===== src/rtl/fwd_track_if.sv =====
// Bundle of fwd_track producer insertion, fill, lookup and writeback signals.
// Latency: n/a (wires only); lookup outputs are combinational in the slave.
// Backpressure: none; upstream stalls itself using the hazard vector.
interface fwd_track_if #(
   parameter int XLEN  = 32,
   parameter int AW    = 5,
   parameter int DEPTH = 3,
   parameter int NSRC  = 2,
   parameter int LW    = $clog2(DEPTH)
);
   logic                        advance;
   logic                        flush;
   logic                        in_valid;
   logic [AW-1:0]               in_addr;
   logic [LW-1:0]               in_lat;
   logic [XLEN-1:0]             in_data;
   logic [(DEPTH-1)*XLEN-1:0]   fill_data;
   logic [NSRC*AW-1:0]          src_addr;
   logic [NSRC*XLEN-1:0]        rf_data;
   logic [NSRC*XLEN-1:0]        fwd_data;
   logic [NSRC-1:0]             hazard;
   logic                        wb_valid;
   logic [AW-1:0]               wb_addr;
   logic [XLEN-1:0]             wb_data;
   logic [15:0]                 hazard_cnt;

   // Upstream pipeline / register file side.
   modport master (
      output advance, flush, in_valid, in_addr, in_lat, in_data,
             fill_data, src_addr, rf_data,
      input  fwd_data, hazard, wb_valid, wb_addr, wb_data, hazard_cnt
   );

   // Tracking unit side.
   modport slave (
      input  advance, flush, in_valid, in_addr, in_lat, in_data,
             fill_data, src_addr, rf_data,
      output fwd_data, hazard, wb_valid, wb_addr, wb_data, hazard_cnt
   );
endinterface


===== src/rtl/fwd_track.sv =====
// Shadow pipeline of in-flight register writes; forwards youngest ready result.
// Latency: insertion visible next cycle; lookup combinational; writeback after DEPTH-1 advances.
// Backpressure: none internal; hazard tells upstream to hold and insert bubbles.
module fwd_track #(
   parameter int XLEN  = 32,
   parameter int AW    = 5,
   parameter int DEPTH = 3,
   parameter int NSRC  = 2,
   parameter int LW    = $clog2(DEPTH)
) (
   input  logic        clk,
   input  logic        rst_n,
   fwd_track_if.slave  bus
);
   localparam int LAST = DEPTH - 1;

   logic [DEPTH-1:0]  valid_q, valid_d;
   logic [DEPTH-1:0]  rdy_q,   rdy_d;
   logic [AW-1:0]     addr_q [DEPTH];
   logic [AW-1:0]     addr_d [DEPTH];
   logic [LW-1:0]     lat_q  [DEPTH];
   logic [LW-1:0]     lat_d  [DEPTH];
   logic [XLEN-1:0]   data_q [DEPTH];
   logic [XLEN-1:0]   data_d [DEPTH];
   logic [15:0]       cnt_q,   cnt_d;

   logic [NSRC-1:0]   hit;
   logic [NSRC-1:0]   hit_rdy;
   logic [XLEN-1:0]   hit_data [NSRC];

   // Next state: insert at stage 0 and shift on advance, capturing fill results in flight.
   always_comb begin
      valid_d = valid_q;
      rdy_d   = rdy_q;
      addr_d  = addr_q;
      lat_d   = lat_q;
      data_d  = data_q;
      if (bus.advance) begin
         // Address 0 is the zero register, so it never becomes a tracked write.
         valid_d[0] = bus.in_valid & ~bus.flush & (bus.in_addr != '0);
         addr_d[0]  = bus.in_addr;
         lat_d[0]   = (bus.in_lat > LW'(LAST)) ? LW'(LAST) : bus.in_lat;
         rdy_d[0]   = (bus.in_lat == '0);
         data_d[0]  = (bus.in_lat == '0) ? bus.in_data : '0;
         for (int k = 0; k < LAST; k++) begin
            valid_d[k+1] = valid_q[k];
            rdy_d[k+1]   = rdy_q[k];
            addr_d[k+1]  = addr_q[k];
            lat_d[k+1]   = lat_q[k];
            data_d[k+1]  = data_q[k];
            // The unit in stage k produces this entry's result as it moves on.
            if (valid_q[k] && !rdy_q[k] && (lat_q[k] == LW'(k + 1))) begin
               rdy_d[k+1]  = 1'b1;
               data_d[k+1] = bus.fill_data[k*XLEN +: XLEN];
            end
         end
      end
   end

   // Hazard-cycle counter, saturating, runs regardless of advance.
   always_comb begin
      cnt_d = cnt_q;
      if ((|bus.hazard) && (cnt_q != 16'hFFFF)) begin
         cnt_d = cnt_q + 16'd1;
      end
   end

   // State registers; reset drops every in-flight write.
   always_ff @(posedge clk or negedge rst_n) begin
      if (!rst_n) begin
         valid_q <= '0;
         rdy_q   <= '0;
         cnt_q   <= '0;
         for (int k = 0; k < DEPTH; k++) begin
            addr_q[k] <= '0;
            lat_q[k]  <= '0;
            data_q[k] <= '0;
         end
      end else begin
         valid_q <= valid_d;
         rdy_q   <= rdy_d;
         cnt_q   <= cnt_d;
         for (int k = 0; k < DEPTH; k++) begin
            addr_q[k] <= addr_d[k];
            lat_q[k]  <= lat_d[k];
            data_q[k] <= data_d[k];
         end
      end
   end

   // Per-port lookup: scan oldest to youngest so the youngest match overrides.
   // An unready youngest match hides any older ready one.
   always_comb begin
      hit          = '0;
      hit_rdy      = '0;
      bus.fwd_data = bus.rf_data;
      bus.hazard   = '0;
      for (int i = 0; i < NSRC; i++) begin
         hit_data[i] = '0;
         for (int k = LAST; k >= 0; k--) begin
            if (valid_q[k] && (addr_q[k] == bus.src_addr[i*AW +: AW]) &&
                (bus.src_addr[i*AW +: AW] != '0)) begin
               hit[i]      = 1'b1;
               hit_rdy[i]  = rdy_q[k];
               hit_data[i] = data_q[k];
            end
         end
         if (hit[i] && hit_rdy[i]) begin
            bus.fwd_data[i*XLEN +: XLEN] = hit_data[i];
         end
         bus.hazard[i] = hit[i] & ~hit_rdy[i];
      end
   end

   // The oldest stage is the register-file write port.
   assign bus.wb_valid   = valid_q[LAST];
   assign bus.wb_addr    = addr_q[LAST];
   assign bus.wb_data    = data_q[LAST];
   assign bus.hazard_cnt = cnt_q;
endmodule


===== src/flat_wrapper.sv =====
// flat-port wrapper written by rule: the top's interface ports become plain ports
module fwd_track_flat 
#(
   parameter int XLEN  = 32,
   parameter int AW    = 5,
   parameter int DEPTH = 3,
   parameter int NSRC  = 2,
   parameter int LW    = $clog2(DEPTH)
)
  (clk, rst_n, bus_advance, bus_flush, bus_in_valid, bus_in_addr, bus_in_lat, bus_in_data, bus_fill_data, bus_src_addr, bus_rf_data, bus_fwd_data, bus_hazard, bus_wb_valid, bus_wb_addr, bus_wb_data, bus_hazard_cnt);
  fwd_track_if #(.XLEN(XLEN), .AW(AW), .DEPTH(DEPTH), .NSRC(NSRC), .LW(LW)) bus_i ();
  input  logic clk;
  input  logic rst_n;
  input wire logic [$bits(bus_i.advance)-1:0] bus_advance;
  input wire logic [$bits(bus_i.flush)-1:0] bus_flush;
  input wire logic [$bits(bus_i.in_valid)-1:0] bus_in_valid;
  input wire logic [$bits(bus_i.in_addr)-1:0] bus_in_addr;
  input wire logic [$bits(bus_i.in_lat)-1:0] bus_in_lat;
  input wire logic [$bits(bus_i.in_data)-1:0] bus_in_data;
  input wire logic [$bits(bus_i.fill_data)-1:0] bus_fill_data;
  input wire logic [$bits(bus_i.src_addr)-1:0] bus_src_addr;
  input wire logic [$bits(bus_i.rf_data)-1:0] bus_rf_data;
  output wire logic [$bits(bus_i.fwd_data)-1:0] bus_fwd_data;
  output wire logic [$bits(bus_i.hazard)-1:0] bus_hazard;
  output wire logic [$bits(bus_i.wb_valid)-1:0] bus_wb_valid;
  output wire logic [$bits(bus_i.wb_addr)-1:0] bus_wb_addr;
  output wire logic [$bits(bus_i.wb_data)-1:0] bus_wb_data;
  output wire logic [$bits(bus_i.hazard_cnt)-1:0] bus_hazard_cnt;
  assign bus_i.advance = bus_advance;
  assign bus_i.flush = bus_flush;
  assign bus_i.in_valid = bus_in_valid;
  assign bus_i.in_addr = bus_in_addr;
  assign bus_i.in_lat = bus_in_lat;
  assign bus_i.in_data = bus_in_data;
  assign bus_i.fill_data = bus_fill_data;
  assign bus_i.src_addr = bus_src_addr;
  assign bus_i.rf_data = bus_rf_data;
  assign bus_fwd_data = bus_i.fwd_data;
  assign bus_hazard = bus_i.hazard;
  assign bus_wb_valid = bus_i.wb_valid;
  assign bus_wb_addr = bus_i.wb_addr;
  assign bus_wb_data = bus_i.wb_data;
  assign bus_hazard_cnt = bus_i.hazard_cnt;
  fwd_track #(.XLEN(XLEN), .AW(AW), .DEPTH(DEPTH), .NSRC(NSRC), .LW(LW)) u_core (.clk(clk), .rst_n(rst_n), .bus(bus_i));
endmodule

===== config.mk =====
export PLATFORM = sky130hd
export DESIGN_NAME = fwd_track_flat
export DESIGN_NICKNAME = d
export VERILOG_FILES = /design/src/rtl/fwd_track_if.sv /design/src/rtl/fwd_track.sv /design/src/flat_wrapper.sv
export SDC_FILE = /design/constraint.sdc
export NUM_CORES = 1
export LEC_CHECK = 0
export BUFFER_PORTS_ARGS = -buffer_cell sky130_fd_sc_hd__buf_4
export CORE_ASPECT_RATIO = 1.75
export CORE_UTILIZATION = 46
export CTS_CLUSTER_SIZE = 30
export DETAILED_ROUTE_END_ITERATION = 12
export PLACE_DENSITY = 0.78
export SLEW_MARGIN = 15
export SYNTH_ARGS = -nofsm -noshare
export SYNTH_HDL_FRONTEND = slang
export SYNTH_SLANG_ARGS = --single-unit

===== constraint.sdc =====
create_clock -name clk -period 3.22 [get_ports clk]
set_clock_uncertainty 0.05 [all_clocks]
set_input_delay 0.644 -clock clk [delete_from_list [all_inputs] [get_ports clk]]
set_output_delay 0.644 -clock clk [all_outputs]
set_load 0.05 [all_outputs]

==> flow_summary.yaml <==
detailed_routing:
  via_per_inst: 5.78
  vias: 8361
  antenna_left: 0
  drtIter0Drc: 525
  drc: 0
  routedWlPerCell_um: 20.8
  finalWirelength_mm: 30.1
  dr.pass1.iters: 6
timing:
  period_share_pct: 111
  setup_ws_ns: -0.351
  finalCriticalPeriod_ns: 3.57
  grt_setup_unrepaired: "yes"
  hold_viol: 0
  slew_viol_final: 0
  max_slew_margin_pct: 48.6
  tightest_slew_ns: 0.771
  setup_violations: 65
  max_clock_freq_ghz: 0.280
finish:
  final_cells: 1447
  final-seq-area_sq_um: 3430
  synthToLayoutAreaGrowth_pct: 51.7
  drive_gt1_share_pct: 46.8
  design_area_sq_um: 13000
  nFillCells: 1288
  diodes: 0
  fin_nets: 1383
  multi_input_area_sq_um: 5080
cts:
  clk_latency_ns: 0.41
  cts.sinks: 137
  cts_tree: "done"
  clk_pin_slew_ns: 0.07
  htree_levels: 4
  root_buffer: "clkbuf_16"
  cts_buffers: 17
  cts_buffer_depth: 2
floorplan:
  dieArea_sq_um: 19100
  core_sq_um: 18100
  die_w_um: 105
  io_pins: 302
  num_rows: 65
  start_util_pct: 47.1
  die_y_um: 182
setup_path:
  worstPathArrival_ns: 2.88
  criticalPathCategory: "in2out"
  startpoint: "bus_src_addr[9]"
  critPathMaxFanout: 18
  end_kind: "primary output"
  required_ns: 2.53
  r2r_slack_ns: 0.42
  r2r-start: "u_core.addr_q[8]$_DFFE_PN0P_"
  start_kind: "input port"
placement:
  dpl_cell_area_sq_um: 11100
  gp_congestion: 0.873
  post-dp-hpwl_mm: 19.7
  dp.cells: 1396
  numPortBuffers: 301
global_routing:
  gr-total-overflow: 0
  grt_pass1_wl_mm: 44.1
  grt_use_total_pct: 29.8
  antenna_found_initial: 0
  first_global_vias: 8351
  grt_max_degree: 181
logic_synthesis:
  synth.distinct_cells: 48
  ys_seq_area_share_pct: 40.2
  synth_area_per_cell_sq_um: 9.35
  syn-cell-area_sq_um: 8540
  synthCells: 913
  yosysWarnings: 0
  synth_fp_nets: 1096
  ys_seq_elements: 137
min_path:
  hp-class: "in2async"
run_status:
  failed_checks: "negative setup slack"
  status: "complete, but fails checks"
run:
  cap_violations: 0
power_and_ir_drop:
  ir_drop_v: 0.000399
  leakage_nw: 5.66
  power_density_nw_per_um2: 456
critical path, cell delays in order:
cell	delay [ns]
buf_4	0.11
buf_4	0.15
xnor2_1	0.30
nand2_1	0.18
nor4_4	0.27
buf_4	0.18
a221oi_4	0.07
a21oi_4	0.21
buf_12	0.22
mux2_2	0.36
buf_6	0.15
per-layer routing:
layer | vias to the layer above | share of wire (%) | track usage (%)
met1 | 4048 | 37 | 33.8
met2 | 429 | 54 | 53.8
met4 | 0 | 3.6 | 14.9
met5 | - | 0 | 0
met3 | 75 | 5.6 | 4.57
li1 | 3809 | - | -
cell usage after synthesis (all sizes together):
library cell | n | area (sq um)
a21oi | 140 | 708
dfrtp | 137 | 3430
nor2 | 101 | 379
mux2 | 84 | 1060
nand2 | 59 | 221
buf | 54 | 382
clkbuf | 52 | 196
a221oi | 49 | 435
o21ai | 44 | 220
mux2i | 40 | 400
xnor2 | 38 | 333
inv | 29 | 109
a22oi | 17 | 128
nand3 | 9 | 45.0
a22o | 8 | 70.1
nand4 | 7 | 43.8
nor4 | 6 | 50.0
xor2 | 6 | 52.6
and3 | 4 | 25.0
nor3 | 4 | 20.0
or4 | 4 | 30.0
a31oi | 2 | 33.8
and2 | 2 | 12.5
nand3b | 2 | 15.0
nor4b | 2 | 23.8
o211ai | 2 | 20.0
or3 | 2 | 12.5
a211o | 1 | 8.76
a21o | 1 | 7.51
and3b | 1 | 8.76
ha | 1 | 12.5
nor2b | 1 | 6.26
o2111ai | 1 | 8.76
o211a | 1 | 10.0
o2bb2ai | 1 | 8.76
o41a | 1 | 11.3
what timing repair did:
item / 4_1_cts / 5_1_grt
cloned: 2 / 1
hold buffers: 0 / 0
setup endpoints to repair: 65 / 65
resized for setup: 135 / 105
pin swaps: 3 / 21
buffers inserted: 9 / 10
final timing paths:
kind	end	cells after the start
setup reg to reg	u_core.bus.hazard_cnt[1]$_DFFE_PN0P_	10
setup / recovery	bus_fwd_data[32]	11
hold reg to reg	u_core.bus.hazard_cnt[10]$_DFFE_PN0P_	1
hold / removal	u_core.bus.hazard_cnt[0]$_DFFE_PN0P_	1
max in group asynchronous	u_core.data_q[65]$_DFFE_PN0P_	2
min in group clk	u_core.data_q[85]$_DFFE_PN0P_	3
final cells by class:
| cell class | instances | share of cell area (%) |
|---|---|---|
| repair buffers | 374 | 26.6 |
| inverters | 29 | 0.840 |
| multi-input cells | 641 | 39.3 |
| flip-flops and latches | 137 | 26.5 |
| clock inverters | 13 | 1.11 |
| well taps | 234 | 2.26 |
| clock buffers | 19 | 3.42 |
state kept, by name (all words and copies together) (netlist names):
register,flops
u_core.addr_q,10
u_core.valid_q,3
u_core.data_q,64
u_core.lat_q,4
u_core.bus.hazard_cnt,16
u_core.bus.wb_addr,5
u_core.bus.wb_data,32
u_core.rdy_q,3
metrics by stage:
step                      setup slack (ns)  total power, mW  TNS [ns]  util (%)  hold WS, ns
after floorplan                    0.00198             3.17         0         -        0.298
after global placement              -0.369             3.67    -20.79      61.2        0.427
after detailed placement            -0.386             3.71    -22.45      61.2        0.440
after CTS                           -0.306             5.80    -17.53      68.3       0.0816
after global routing                -0.444             6.12    -24.05      71.4        0.101
final                               -0.351             5.90    -19.21      71.4       0.0771
cells in the final DEF, fill, tap and decap left out, types with 8 or more instances in the layout:
cell	Yosys	routed
buf_4	37	278
dfrtp_1	137	134
a21oi_1	138	130
nor2_1	101	99
nand2_1	59	57
mux2_4	30	57
buf_6	4	48
mux2i_1	40	40
o21ai_0	43	37
buf_8	0	31
xnor2_1	38	30
inv_1	29	29
mux2_2	54	27
a221oi_1	48	19
a221oi_2	1	19
clkbuf_16	0	18
buf_12	0	15
a22oi_1	17	13
a221oi_4	0	11
a21oi_2	2	9
xnor2_2	0	8
nand3_1	9	8
a22o_1	8	8
cells by family after synthesis:
logic type	count (synthesis)	synth area share [%]
compound gates	268	19.6
fa+ha+maj	1	0.147
flops	137	40.2
mux	124	17.1
simple gates	204	10.5
buf+inv	135	8.05
xor+xnor	44	4.51
power by group:
part | switching [mW] | total, mW | internal, mW
Combinational | 1.03 | 1.79 | 0.765
Clock | 0.803 | 1.97 | 1.17
Sequential | 0.242 | 2.14 | 1.90
Total | 2.07 | 5.90 | 3.83
Note: power is estimated with default switching activity, not from simulation.
